## src/rtl/i2s_mic_rx_if.sv

```systemverilog
// Sample stream from the I2S microphone receiver: valid/ready handshake
// plus channel tag and sticky overrun flag.
interface i2s_mic_rx_if #(
    parameter int SAMPLE_W = 18
);
    logic [SAMPLE_W-1:0] sample_data;
    logic                sample_chan;
    logic                sample_valid;
    logic                sample_ready;
    logic                overrun;

    modport master (
        output sample_data,
        output sample_chan,
        output sample_valid,
        output overrun,
        input  sample_ready
    );

    modport slave (
        input  sample_data,
        input  sample_chan,
        input  sample_valid,
        input  overrun,
        output sample_ready
    );
endinterface

```

## src/rtl/i2s_mic_rx.sv

```systemverilog
// I2S master receiver for MEMS microphones: generates bclk/ws from mclk,
// deserialises din MSB first and streams samples with overrun tracking.
module i2s_mic_rx #(
    parameter int CLK_DIV     = 4,
    parameter int SLOT_W      = 32,
    parameter int SAMPLE_W    = 18,
    parameter int MODE_STEREO = 1
) (
    input  logic         mclk,
    input  logic         reset,
    input  logic         enable,
    output logic         bclk,
    output logic         ws,
    input  logic         din,
    i2s_mic_rx_if.master s_out
);
    localparam int DW = (CLK_DIV > 1) ? $clog2(CLK_DIV) : 1;
    localparam int BW = (SLOT_W > 1) ? $clog2(SLOT_W) : 1;

    logic [DW-1:0]       r_div_cnt;
    logic [BW-1:0]       r_bit_cnt;
    logic                r_bclk;
    logic                r_ws;
    logic [SAMPLE_W-1:0] r_shift;
    logic [SAMPLE_W-1:0] r_data;
    logic                r_chan;
    logic                r_valid;
    logic                r_ovr;

    logic                w_tick;
    logic                w_rise;
    logic                w_fall;
    logic                w_in_word;
    logic                w_done;
    logic                w_xfer;
    logic [SAMPLE_W-1:0] w_word;

    assign w_tick    = enable && (r_div_cnt == DW'(CLK_DIV - 1));
    assign w_rise    = w_tick && !r_bclk;
    assign w_fall    = w_tick && r_bclk;
    assign w_in_word = (r_bit_cnt != '0) && (r_bit_cnt <= BW'(SAMPLE_W));
    assign w_word    = {r_shift[SAMPLE_W-2:0], din};
    // Right slots are skipped in mono mode without counting as overrun
    assign w_done    = w_rise && (r_bit_cnt == BW'(SAMPLE_W))
                       && ((MODE_STEREO != 0) || !r_ws);
    assign w_xfer    = r_valid && s_out.sample_ready;

    always_ff @(posedge mclk) begin
        if (reset || !enable) begin
            r_div_cnt <= '0;
            r_bit_cnt <= '0;
            r_bclk    <= 1'b0;
            r_ws      <= 1'b0;
            r_shift   <= '0;
        end else begin
            r_div_cnt <= w_tick ? '0 : r_div_cnt + 1'b1;
            if (w_tick)
                r_bclk <= ~r_bclk;
            if (w_fall) begin
                if (r_bit_cnt == BW'(SLOT_W - 1)) begin
                    r_bit_cnt <= '0;
                    r_ws      <= ~r_ws;
                end else begin
                    r_bit_cnt <= r_bit_cnt + 1'b1;
                end
            end
            if (w_rise && w_in_word)
                r_shift <= w_word;
        end
    end

    // Output register keeps draining while capture is disabled
    always_ff @(posedge mclk) begin
        if (reset) begin
            r_data  <= '0;
            r_chan  <= 1'b0;
            r_valid <= 1'b0;
            r_ovr   <= 1'b0;
        end else if (w_done) begin
            if (!r_valid || s_out.sample_ready) begin
                r_data  <= w_word;
                r_chan  <= r_ws;
                r_valid <= 1'b1;
            end else begin
                r_ovr   <= 1'b1;
            end
        end else if (w_xfer) begin
            r_valid <= 1'b0;
        end
    end

    assign bclk                = r_bclk;
    assign ws                  = r_ws;
    assign s_out.sample_data   = r_data;
    assign s_out.sample_chan   = r_chan;
    assign s_out.sample_valid  = r_valid;
    assign s_out.overrun       = r_ovr;
endmodule

```

## src/flat_wrapper.sv

```systemverilog
// flat-port wrapper written by rule: the top's interface ports become plain ports
module i2s_mic_rx_flat 
#(
    parameter int CLK_DIV     = 4,
    parameter int SLOT_W      = 32,
    parameter int SAMPLE_W    = 18,
    parameter int MODE_STEREO = 1
)
  (mclk, reset, enable, bclk, ws, din, s_out_sample_data, s_out_sample_chan, s_out_sample_valid, s_out_overrun, s_out_sample_ready);
  i2s_mic_rx_if #(.SAMPLE_W(SAMPLE_W)) s_out_i ();
  input  logic mclk;
  input  logic reset;
  input  logic enable;
  output logic bclk;
  output logic ws;
  input  logic din;
  output wire logic [$bits(s_out_i.sample_data)-1:0] s_out_sample_data;
  output wire logic [$bits(s_out_i.sample_chan)-1:0] s_out_sample_chan;
  output wire logic [$bits(s_out_i.sample_valid)-1:0] s_out_sample_valid;
  output wire logic [$bits(s_out_i.overrun)-1:0] s_out_overrun;
  input wire logic [$bits(s_out_i.sample_ready)-1:0] s_out_sample_ready;
  assign s_out_sample_data = s_out_i.sample_data;
  assign s_out_sample_chan = s_out_i.sample_chan;
  assign s_out_sample_valid = s_out_i.sample_valid;
  assign s_out_overrun = s_out_i.overrun;
  assign s_out_i.sample_ready = s_out_sample_ready;
  i2s_mic_rx #(.CLK_DIV(CLK_DIV), .SLOT_W(SLOT_W), .SAMPLE_W(SAMPLE_W), .MODE_STEREO(MODE_STEREO)) u_core (.mclk(mclk), .reset(reset), .enable(enable), .bclk(bclk), .ws(ws), .din(din), .s_out(s_out_i));
endmodule
```

## config.mk

```make
export PLATFORM = sky130hd
export DESIGN_NAME = i2s_mic_rx_flat
export DESIGN_NICKNAME = d
export VERILOG_FILES = /design/src/rtl/i2s_mic_rx_if.sv /design/src/rtl/i2s_mic_rx.sv /design/src/flat_wrapper.sv
export SDC_FILE = /design/constraint.sdc
export NUM_CORES = 1
export LEC_CHECK = 0
export ABC_AREA = 1
export BUFFER_PORTS_ARGS = -buffer_cell sky130_fd_sc_hd__buf_4
export CAP_MARGIN = 20
export CORE_ASPECT_RATIO = 0.5
export CORE_MARGIN = 5
export CORE_UTILIZATION = 55
export CTS_CLUSTER_DIAMETER = 80
export DETAILED_ROUTE_END_ITERATION = 16
export HOLD_SLACK_MARGIN = 0.1
export PLACE_DENSITY = 0.77
export SKIP_CTS_REPAIR_TIMING = 1
export SYNTH_ARGS = -nofsm -noshare
export SYNTH_HDL_FRONTEND = slang
export SYNTH_SLANG_ARGS = --single-unit
```

## constraint.sdc

```tcl
create_clock -name mclk -period 1.79 [get_ports mclk]
set_clock_uncertainty 0.05 [all_clocks]
set_input_delay 0.358 -clock mclk [delete_from_list [all_inputs] [get_ports mclk]]
set_output_delay 0.358 -clock mclk [all_outputs]
set_load 0.05 [all_outputs]
```

# Word-level counts from Yosys, hierarchy flattened
# Cells that the tools add are included.
[word_totals]
register_bits = 47
latch_bits = 0
ramBits = 0
rom_bits = 0
output_inout_bits = 23
memories = 0
[classes]
addsub = 2
mul = 0
div_mod_pow = 0
order_cmp = 1
n_eq_ne = 4
shift = 0
mux = 4
n_bitwise = 3
reduce_logical = 19
[op_table]
columns = ["operator", "count"]
rows = [
  ["equality test 5 bit (second input constant)", 2],
  ["AND reduction 2 bit", 4],
  ["logical AND 1 bit", 7],
  ["adder 5 x 1 -> 5 bit (second input constant)", 1],
  ["<= comparator 5 bit (second input constant)", 1],
  ["two-way mux 5 bit", 1],
  ["nonzero test 5 bit", 1],
  ["zero test 1 bit", 3],
  ["two-way mux 1 bit", 3],
  ["NOT 1 bit", 3],
  ["adder 2 x 1 -> 2 bit (second input constant)", 1],
  ["equality test 2 bit (second input constant)", 1],
  ["logical OR 1 bit", 2],
  ["!= test 2 bit (second input constant)", 1],
  ["nonzero test 2 bit", 1],
  ["OR reduction 2 bit", 1],
]

# Longest topological paths before layout
# Gate-level depths: netlist (run 1).
[logic_depth]
word_depth = 6
depth_mapped = 11
mapped_depth_nobuf = 10

# Least setup slack after synthesis (run 1)
# No wires, ideal clock.
[synth_path]
path_type = "register to register"
from = "reg u_core.r_bclk (netlist: u_core.bclk)"
to = "reg u_core.r_chan (netlist: u_core.s_out.sample_chan)"
setup_time_ns = 0.064
arrival_time_ns = 1.428
t_required_ns = 1.676
slack_ns = 0.248
stages_incl_launch_ff = 9
path_buffers = 2
synth_period_minus_slack_ns = 1.542
path_cell_list = "dfxtp_1 inv_1 nand3_1 inv_2 nand3_2 buf_6 buf_6 nor2_1 nor2_1"
[synth_between]
elab_chain_cells = 4
[synth_rtl]
columns = ["item", "line", "source"]
rows = [
  ["from (decl)", "i2s_mic_rx.sv:22", "logic r_bclk;"],
  ["from (signal assigned)", "i2s_mic_rx.sv:58", "r_bclk <= ~r_bclk;"],
  ["zero test 1 bit", "i2s_mic_rx.sv:39", "assign w_rise = w_tick && !r_bclk;"],
  ["logical AND 1 bit", "i2s_mic_rx.sv:39", ""],
  ["logical AND 1 bit", "i2s_mic_rx.sv:44", "assign w_done = w_rise && (r_bit_cnt == BW'(SAMPLE_W))"],
  ["AND reduction 2 bit (no line)", "-", ""],
  ["to (signal assigned)", "i2s_mic_rx.sv:82", "r_chan <= r_ws;"],
  ["to (decl)", "i2s_mic_rx.sv:26", "logic r_chan;"],
]
# Every way passes these cells.
# A chain may end at the register's enable or synchronous reset.

# Worst setup path after layout (run 1)
[layout_path]
from = "reg u_core.r_bit_cnt[0]"
to = "reg u_core.r_shift[9]"
[layout_between]
elab_chain_cells = 3
elab_cells_between_ends = 4
[layout_rtl]
columns = ["item", "line", "source"]
rows = [
  ["from (decl)", "i2s_mic_rx.sv:21", "logic [BW-1:0] r_bit_cnt;"],
  ["from (signal assigned)", "i2s_mic_rx.sv:64", "r_bit_cnt <= r_bit_cnt + 1'b1;"],
  ["<= comparator 5 bit / nonzero test 5 bit (equally long branches)", "i2s_mic_rx.sv:41", "assign w_in_word = (r_bit_cnt != '0) && (r_bit_cnt <= BW'(SAMPLE_W));"],
  ["logical AND 1 bit (*)", "i2s_mic_rx.sv:41", ""],
  ["logical AND 1 bit (*)", "i2s_mic_rx.sv:67", "if (w_rise && w_in_word)"],
  ["to (signal assigned)", "i2s_mic_rx.sv:68", "r_shift <= w_word;"],
  ["to (decl)", "i2s_mic_rx.sv:24", "logic [SAMPLE_W-1:0] r_shift;"],
]
# Every way passes the cells marked *; elsewhere a longest branch is shown, timed or not.

==> results of run 1 <==
cells in the mapped netlist, drive strengths merged:
library cell,number
nor2,82
a21oi,7
nand2,73
nor3,5
nand3,20
ha,5
nand4,1
buf,9
o21ai,3
dfxtp,47
clkinv,1
inv,52
and3,1
clkbuf,1
area by class of cell:
| cell class | count | share of cell area [%] |
|---|---|---|
| sequential | 47 | 39.1 |
| multi-input combinational | 197 | 36.4 |
| timing repair buffer | 31 | 10.2 |
| inverter | 53 | 8.26 |
| clock buffer | 5 | 2.86 |
| tap | 51 | 2.65 |
| clock inverter | 2 | 0.571 |
registers in the layout (all words and copies together) (netlist names):
register	flops
u_core.r_bit_cnt	5
u_core.r_shift	17
u_core.ws	1
u_core.s_out.sample_data	18
u_core.bclk	1
u_core.s_out.sample_valid	1
u_core.s_out.sample_chan	1
u_core.r_div_cnt	2
u_core.s_out.overrun	1
cell usage in the layout (no fill, tap or decap):
cell type / instances
dfxtp_1: 47
nor2_1: 78
a21oi_2: 1
a21oi_1: 6
nor2_2: 3
nand2_1: 70
and3_1: 1
nor3_1: 5
nand2_4: 1
inv_2: 2
nand4_1: 1
o21ai_0: 1
nand3_1: 19
o21ai_1: 2
buf_12: 1
nor2_8: 1
clkinv_1: 1
clkinv_2: 1
buf_4: 30
nand2_2: 2
clkbuf_8: 5
inv_1: 50
clkinv_4: 1
nand3_2: 1
ha_1: 5
metal layers:
layer | track usage, % | wire length (um)
met1 | 19.3 | 1890
met2 | 28.3 | 1810
met3 | 5.05 | 142
met4 | 6.29 | 36
met5 | 0 | 0
power by group:
group | leakage, nW | switching [mW] | internal, mW
clock | 0.0440 | 0.343 | 0.267
combinational | 0.751 | 0.0273 | 0.0163
sequential | 0.379 | 0.00113 | 1.05
critical path, cell delays in order, from the launching register on:
cell and delay (ns):
dfxtp_1 0.33, inv_1 0.12, ha_1 0.17, inv_1 0.04
nand2_1 0.06, nand2_2 0.06, nand2_4 0.17, inv_2 0.09
nor2_8 0.22, nor2_1 0.07, nor2_1 0.11
metrics by stage:
stage	std cells	cell area [um2]	utilization [%]	setup slack [ns]
floorplan	307	2090	-	0.248
global placement	379	2330	65.6	0.308
detailed placement	379	2330	65.6	0.261
CTS	386	2410	67.9	0.235
global route	386	2410	67.9	0.0726
finish	386	2410	67.9	0.229
final timing paths:
check,to,slack [ns],cells after the start
min reg2reg,u_core.r_div_cnt[0]$_SDFF_PP0_,0.39,1
max,u_core.r_shift[9]$_SDFFE_PP0P_,0.23,10
min,u_core.s_out.overrun$_SDFFE_PP0P_,0.20,2
max reg2reg,u_core.r_shift[9]$_SDFFE_PP0P_,0.23,10
kinds of logic after synthesis:
logic type,after synthesis,synth area share (%)
AND/OR/NAND/NOR,182,36.5
buffers and inverters,63,12.8
flip-flops,47,45.1
AO/OA/AOI/OAI,10,2.58
adder cells (fa/ha/maj),5,3.00
==> reports/qor.csv, run 1 <==
stage;metric;value;unit
outcome;status;completed;
place;HPWL after DPL;2720;um
synthesis;post-synth top area share;45.1;%
global_routing;pin count of the biggest net entering global routing;40;
critical_path;CP Class;flip-flop to flip-flop;
detailed_routing;WL/cell;10.1;um
sta;Final Cycle Share;87.2;%
sta;max-slew violations;0;
synthesis;leading area contributor after synthesis;dfxtp_1;
global_routing;vias in the first global route;1562;
synthesis;Synth warnings;0;
clock_tree;root buf cell;clkbuf_8;
detailed_routing;Iter 0 DRT Violations;91;
sta;Final Hold Viols;0;
detailed_routing;1st-pass router iterations;4;
min_path;hold_sp;reset;
final_layout;Final #Nets;345;
critical_path;critical path arrival;1.75;ns
flow_run;Max Cap Viol;0;
power;PwrDens;707;nW/um2
global_routing;number of antenna violations at the first check in global routing;0;
synthesis;Seq cells post-synth;47;
floorplanning;die area;5200;um2
sta;hold_ws;0.198;ns
synthesis;Mapped Area;2090;um2
place;Port Buffer Count;27;
synthesis;Synth cell types;25;
power;total power;1.70;mW
sta;fmax;640;MHz
place;Final GP Congestion;0.781;
final_layout;filler instances;303;
power;peak supply drop;0.562;mV
detailed_routing;vias per cell;4.54;
synthesis;Avg Cell Area, Syn;6.79;um2
power;Leakage Power;1.17;nW
floorplanning;Core ar.;3550;um2
floorplanning;Core Rows;15;
global_routing;grt ovf;0;
clock_tree;clock buffer count from CTS;5;
final_layout;Layout Area Growth over Synthesis;15.5;%
floorplanning;chip height;53.5;um
sta;crit path time final;1.56;ns
critical_path;CP Data Required Time;1.98;ns
clock_tree;Reg clk slew, reported paths;0.08;ns
clock_tree;Sink Count;47;
critical_path;critical path startpoint category;flip-flop;
global_routing;first-pass GRT wire length;6760;um
final_layout;area of the multi-input gates;877;um2
global_routing;GRT Total Usage;16.2;%
detailed_routing;Routed Antenna Nets;0;
clock_tree;Clock Path Buffers;2;
sta;Setup-failing EPs final;0;
final_layout;Ant. Diodes;0;
critical_path;Worst Setup End Kind;flip-flop;
sta;worst slew pin tran;0.294;ns
detailed_routing;Vias;1752;
critical_path;R2R Path Start;u_core.r_bit_cnt[0]$_SDFFE_PP0P_;
final_layout;layout cells sized above 1;14.6;%
sta;Sum Neg Setup Slack;0;ns
synthesis;Area contributors post-synth;dfxtp_1, nor2_1, nand2_1;
clock_tree;clock latency at the later pin of the worst-skew pair;0.29;ns
sta;Slew HR;80.4;%
floorplanning;Starting Density;58.8;%
critical_path;worst-path fanout max;18;
critical_path;crit path from;u_core.r_bit_cnt[0]$_SDFFE_PP0P_;
sta;RSZ-0062 raised after global routing;false;
detailed_routing;DRC Markers;0;
floorplanning;Die W;97.1;um
detailed_routing;final WL;3880;um
synthesis;cells after synthesis;307;
min_path;Worst Hold Class;input port to flip-flop;
final_layout;register area;941;um2
clock_tree;CTS tree;yes;
synthesis;Synth Net Count;317;
clock_tree;htree depth;2;
synthesis;post-synthesis sequential area ratio;45.1;%
floorplanning;I/O Pins;28;
No activity file was read; power rests on OpenSTA's default activity.
==> inputs of run 2 (changes only) <==
--- a/config.mk
+++ b/config.mk
@@ -15,6 +15,7 @@
 export DETAILED_ROUTE_END_ITERATION = 16
 export HOLD_SLACK_MARGIN = 0.1
 export PLACE_DENSITY = 0.77
+export REMOVE_ABC_BUFFERS = 1
 export SKIP_CTS_REPAIR_TIMING = 1
 export SYNTH_ARGS = -nofsm -noshare
 export SYNTH_HDL_FRONTEND = slang
==> run 2 against run 1 <==
  * Sequential power is essentially flat
  * First-iteration DRC count shrank 25%
  * Global-route usage shrank 0.54 points
  * Critical path type unchanged
  * Power grew 5.0%
  * Wire length shrank 6.9%
  * Sequential share of layout area shrank 0.34 points
  * Setup slack lost 0.0052 ns
  * Non-clock buffer count is the same
  * Count of clock-buffer cells in the layout grew 2
==> reports/qor.csv, run 2 (same netlist as run 1, synthesis figures left out) <==
stage;metric;value;unit
outcome;status;completed;
power;peak supply drop;0.387;mV
critical_path;Cell Chain, Critical Path;inv_1, ha_1, inv_1, nand2_1, nand2_2, nand2_4, inv_2, nor2_8, nor2_1, nor2_1;
detailed_routing;WL/cell;9.33;um
clock_tree;Reg clk slew, reported paths;0.08;ns
floorplanning;I/O Pins;28;
floorplanning;Starting Density;58.8;%
final_layout;Final #Nets;345;
power;PwrDens;735;nW/um2
floorplanning;die area;5200;um2
power;Leakage Power;1.18;nW
sta;max-slew violations;0;
global_routing;vias in the first global route;1590;
sta;Final Hold Viols;0;
place;Port Buffer Count;27;
detailed_routing;Routed Antenna Nets;0;
critical_path;Worst Setup End Kind;flip-flop;
place;placed cell area;2330;um2
final_layout;Ant. Diodes;0;
clock_tree;Clock Path Buffers;2;
floorplanning;Core Rows;15;
critical_path;CP Class;flip-flop to flip-flop;
critical_path;Buf/Inv on CP;3;
clock_tree;clock buffer count from CTS;5;
critical_path;worst-path fanout max;18;
detailed_routing;1st-pass router iterations;4;
global_routing;number of antenna violations at the first check in global routing;0;
clock_tree;CTS tree;yes;
sta;Final Cycle Share;87.5;%
sta;hold_ws;0.196;ns
final_layout;Layout Area Growth over Synthesis;16.5;%
detailed_routing;DRC Markers;0;
final_layout;layout cells sized above 1;14.9;%
critical_path;slowest stage delay, CP;0.33;ns
floorplanning;chip height;53.5;um
min_path;Worst Hold Class;input port to flip-flop;
final_layout;most common cell after layout, fill and taps aside;nor2_1;
detailed_routing;Vias;1731;
critical_path;critical path startpoint category;flip-flop;
global_routing;first-pass GRT wire length;6630;um
sta;crit path time final;1.57;ns
clock_tree;htree depth;2;
flow_run;Max Cap Viol;0;
global_routing;GRT Total Usage;15.7;%
final_layout;max reg flops;18;
sta;RSZ-0062 raised after global routing;false;
sta;fmax;638;MHz
place;Final GP Congestion;0.821;
critical_path;Slowest cell on crit path;dfxtp_1;
global_routing;grt ovf;0;
detailed_routing;Iter 0 DRT Violations;68;
clock_tree;root buf cell;clkbuf_8;
final_layout;Design Area, Final;2430;um2
global_routing;pin count of the biggest net entering global routing;39;
detailed_routing;final WL;3610;um
clock_tree;Sink Count;47;
sta;Setup-failing EPs final;0;
critical_path;CP Data Required Time;1.98;ns
critical_path;CP top delay family;simple AND/OR/NAND/NOR gates;
sta;Sum Neg Setup Slack;0;ns
sta;worst slew pin tran;0.384;ns
detailed_routing;vias per cell;4.47;
final_layout;most frequent cells in the layout;nor2_1, nand2_1, inv_1;
floorplanning;Die W;97.1;um
critical_path;critical path arrival;1.75;ns
clock_tree;clock latency at the later pin of the worst-skew pair;0.29;ns
floorplanning;Core ar.;3550;um2
place;HPWL after DPL;2550;um
sta;Slew HR;74.3;%
==> run 2: cell type report <==
class | instances | area, um2
clock inverters | 1 | 7.51
clock buffers | 7 | 96.3
well taps | 51 | 63.8
multi-input cells | 197 | 877
flip-flops and latches | 47 | 941
fillers | 288 | 1120
inverters | 53 | 199
repair buffers | 31 | 245
==> run 2: worst register-to-register path: cells and delay by family, from the launching register on <==
family	cells	cell delay, ns
simple gates	6	0.70
buf+inv	3	0.25
flops	1	0.33
fa+ha+maj	1	0.18
==> run 2: path summary, 6_finish.rpt <==
check	start	end	slack, ns	cells after the start
setup reg to reg	u_core.r_bit_cnt[0]$_SDFFE_PP0P_	u_core.r_shift[15]$_SDFFE_PP0P_	0.22	10
hold reg to reg	u_core.r_div_cnt[0]$_SDFF_PP0_	u_core.r_div_cnt[0]$_SDFF_PP0_	0.38	1
hold / removal	reset	u_core.s_out.overrun$_SDFFE_PP0P_	0.20	2
setup / recovery	u_core.r_bit_cnt[0]$_SDFFE_PP0P_	u_core.r_shift[15]$_SDFFE_PP0P_	0.22	10
==> run 2: power breakdown <==
group          switching, mW  internal [mW]  total (mW)
Clock                  0.345          0.351       0.696
Sequential          0.000915           1.05        1.05
Combinational         0.0267         0.0162      0.0429
Total                  0.372           1.41        1.79
==> run 2: routing by layer <==
layer  vias to the layer above  GRT usage (%)  share of wire (%)
met5                         -              0                  0
met2                        22           30.1                 48
met4                         0           4.20               0.36
met3                         2           4.79                4.7
li1                        960              -                  -
met1                       747           17.5                 47
==> run 2: metrics by stage <==
stage,setup WS [ns],std cells,power [mW],utilization [%]
after floorplan,0.0728,297,1.10,-
after global placement,0.320,379,1.11,65.6
after detailed placement,0.255,379,1.12,65.6
after CTS,0.217,387,1.81,68.5
after global routing,0.0273,387,1.86,68.5
final,0.223,387,1.79,68.5
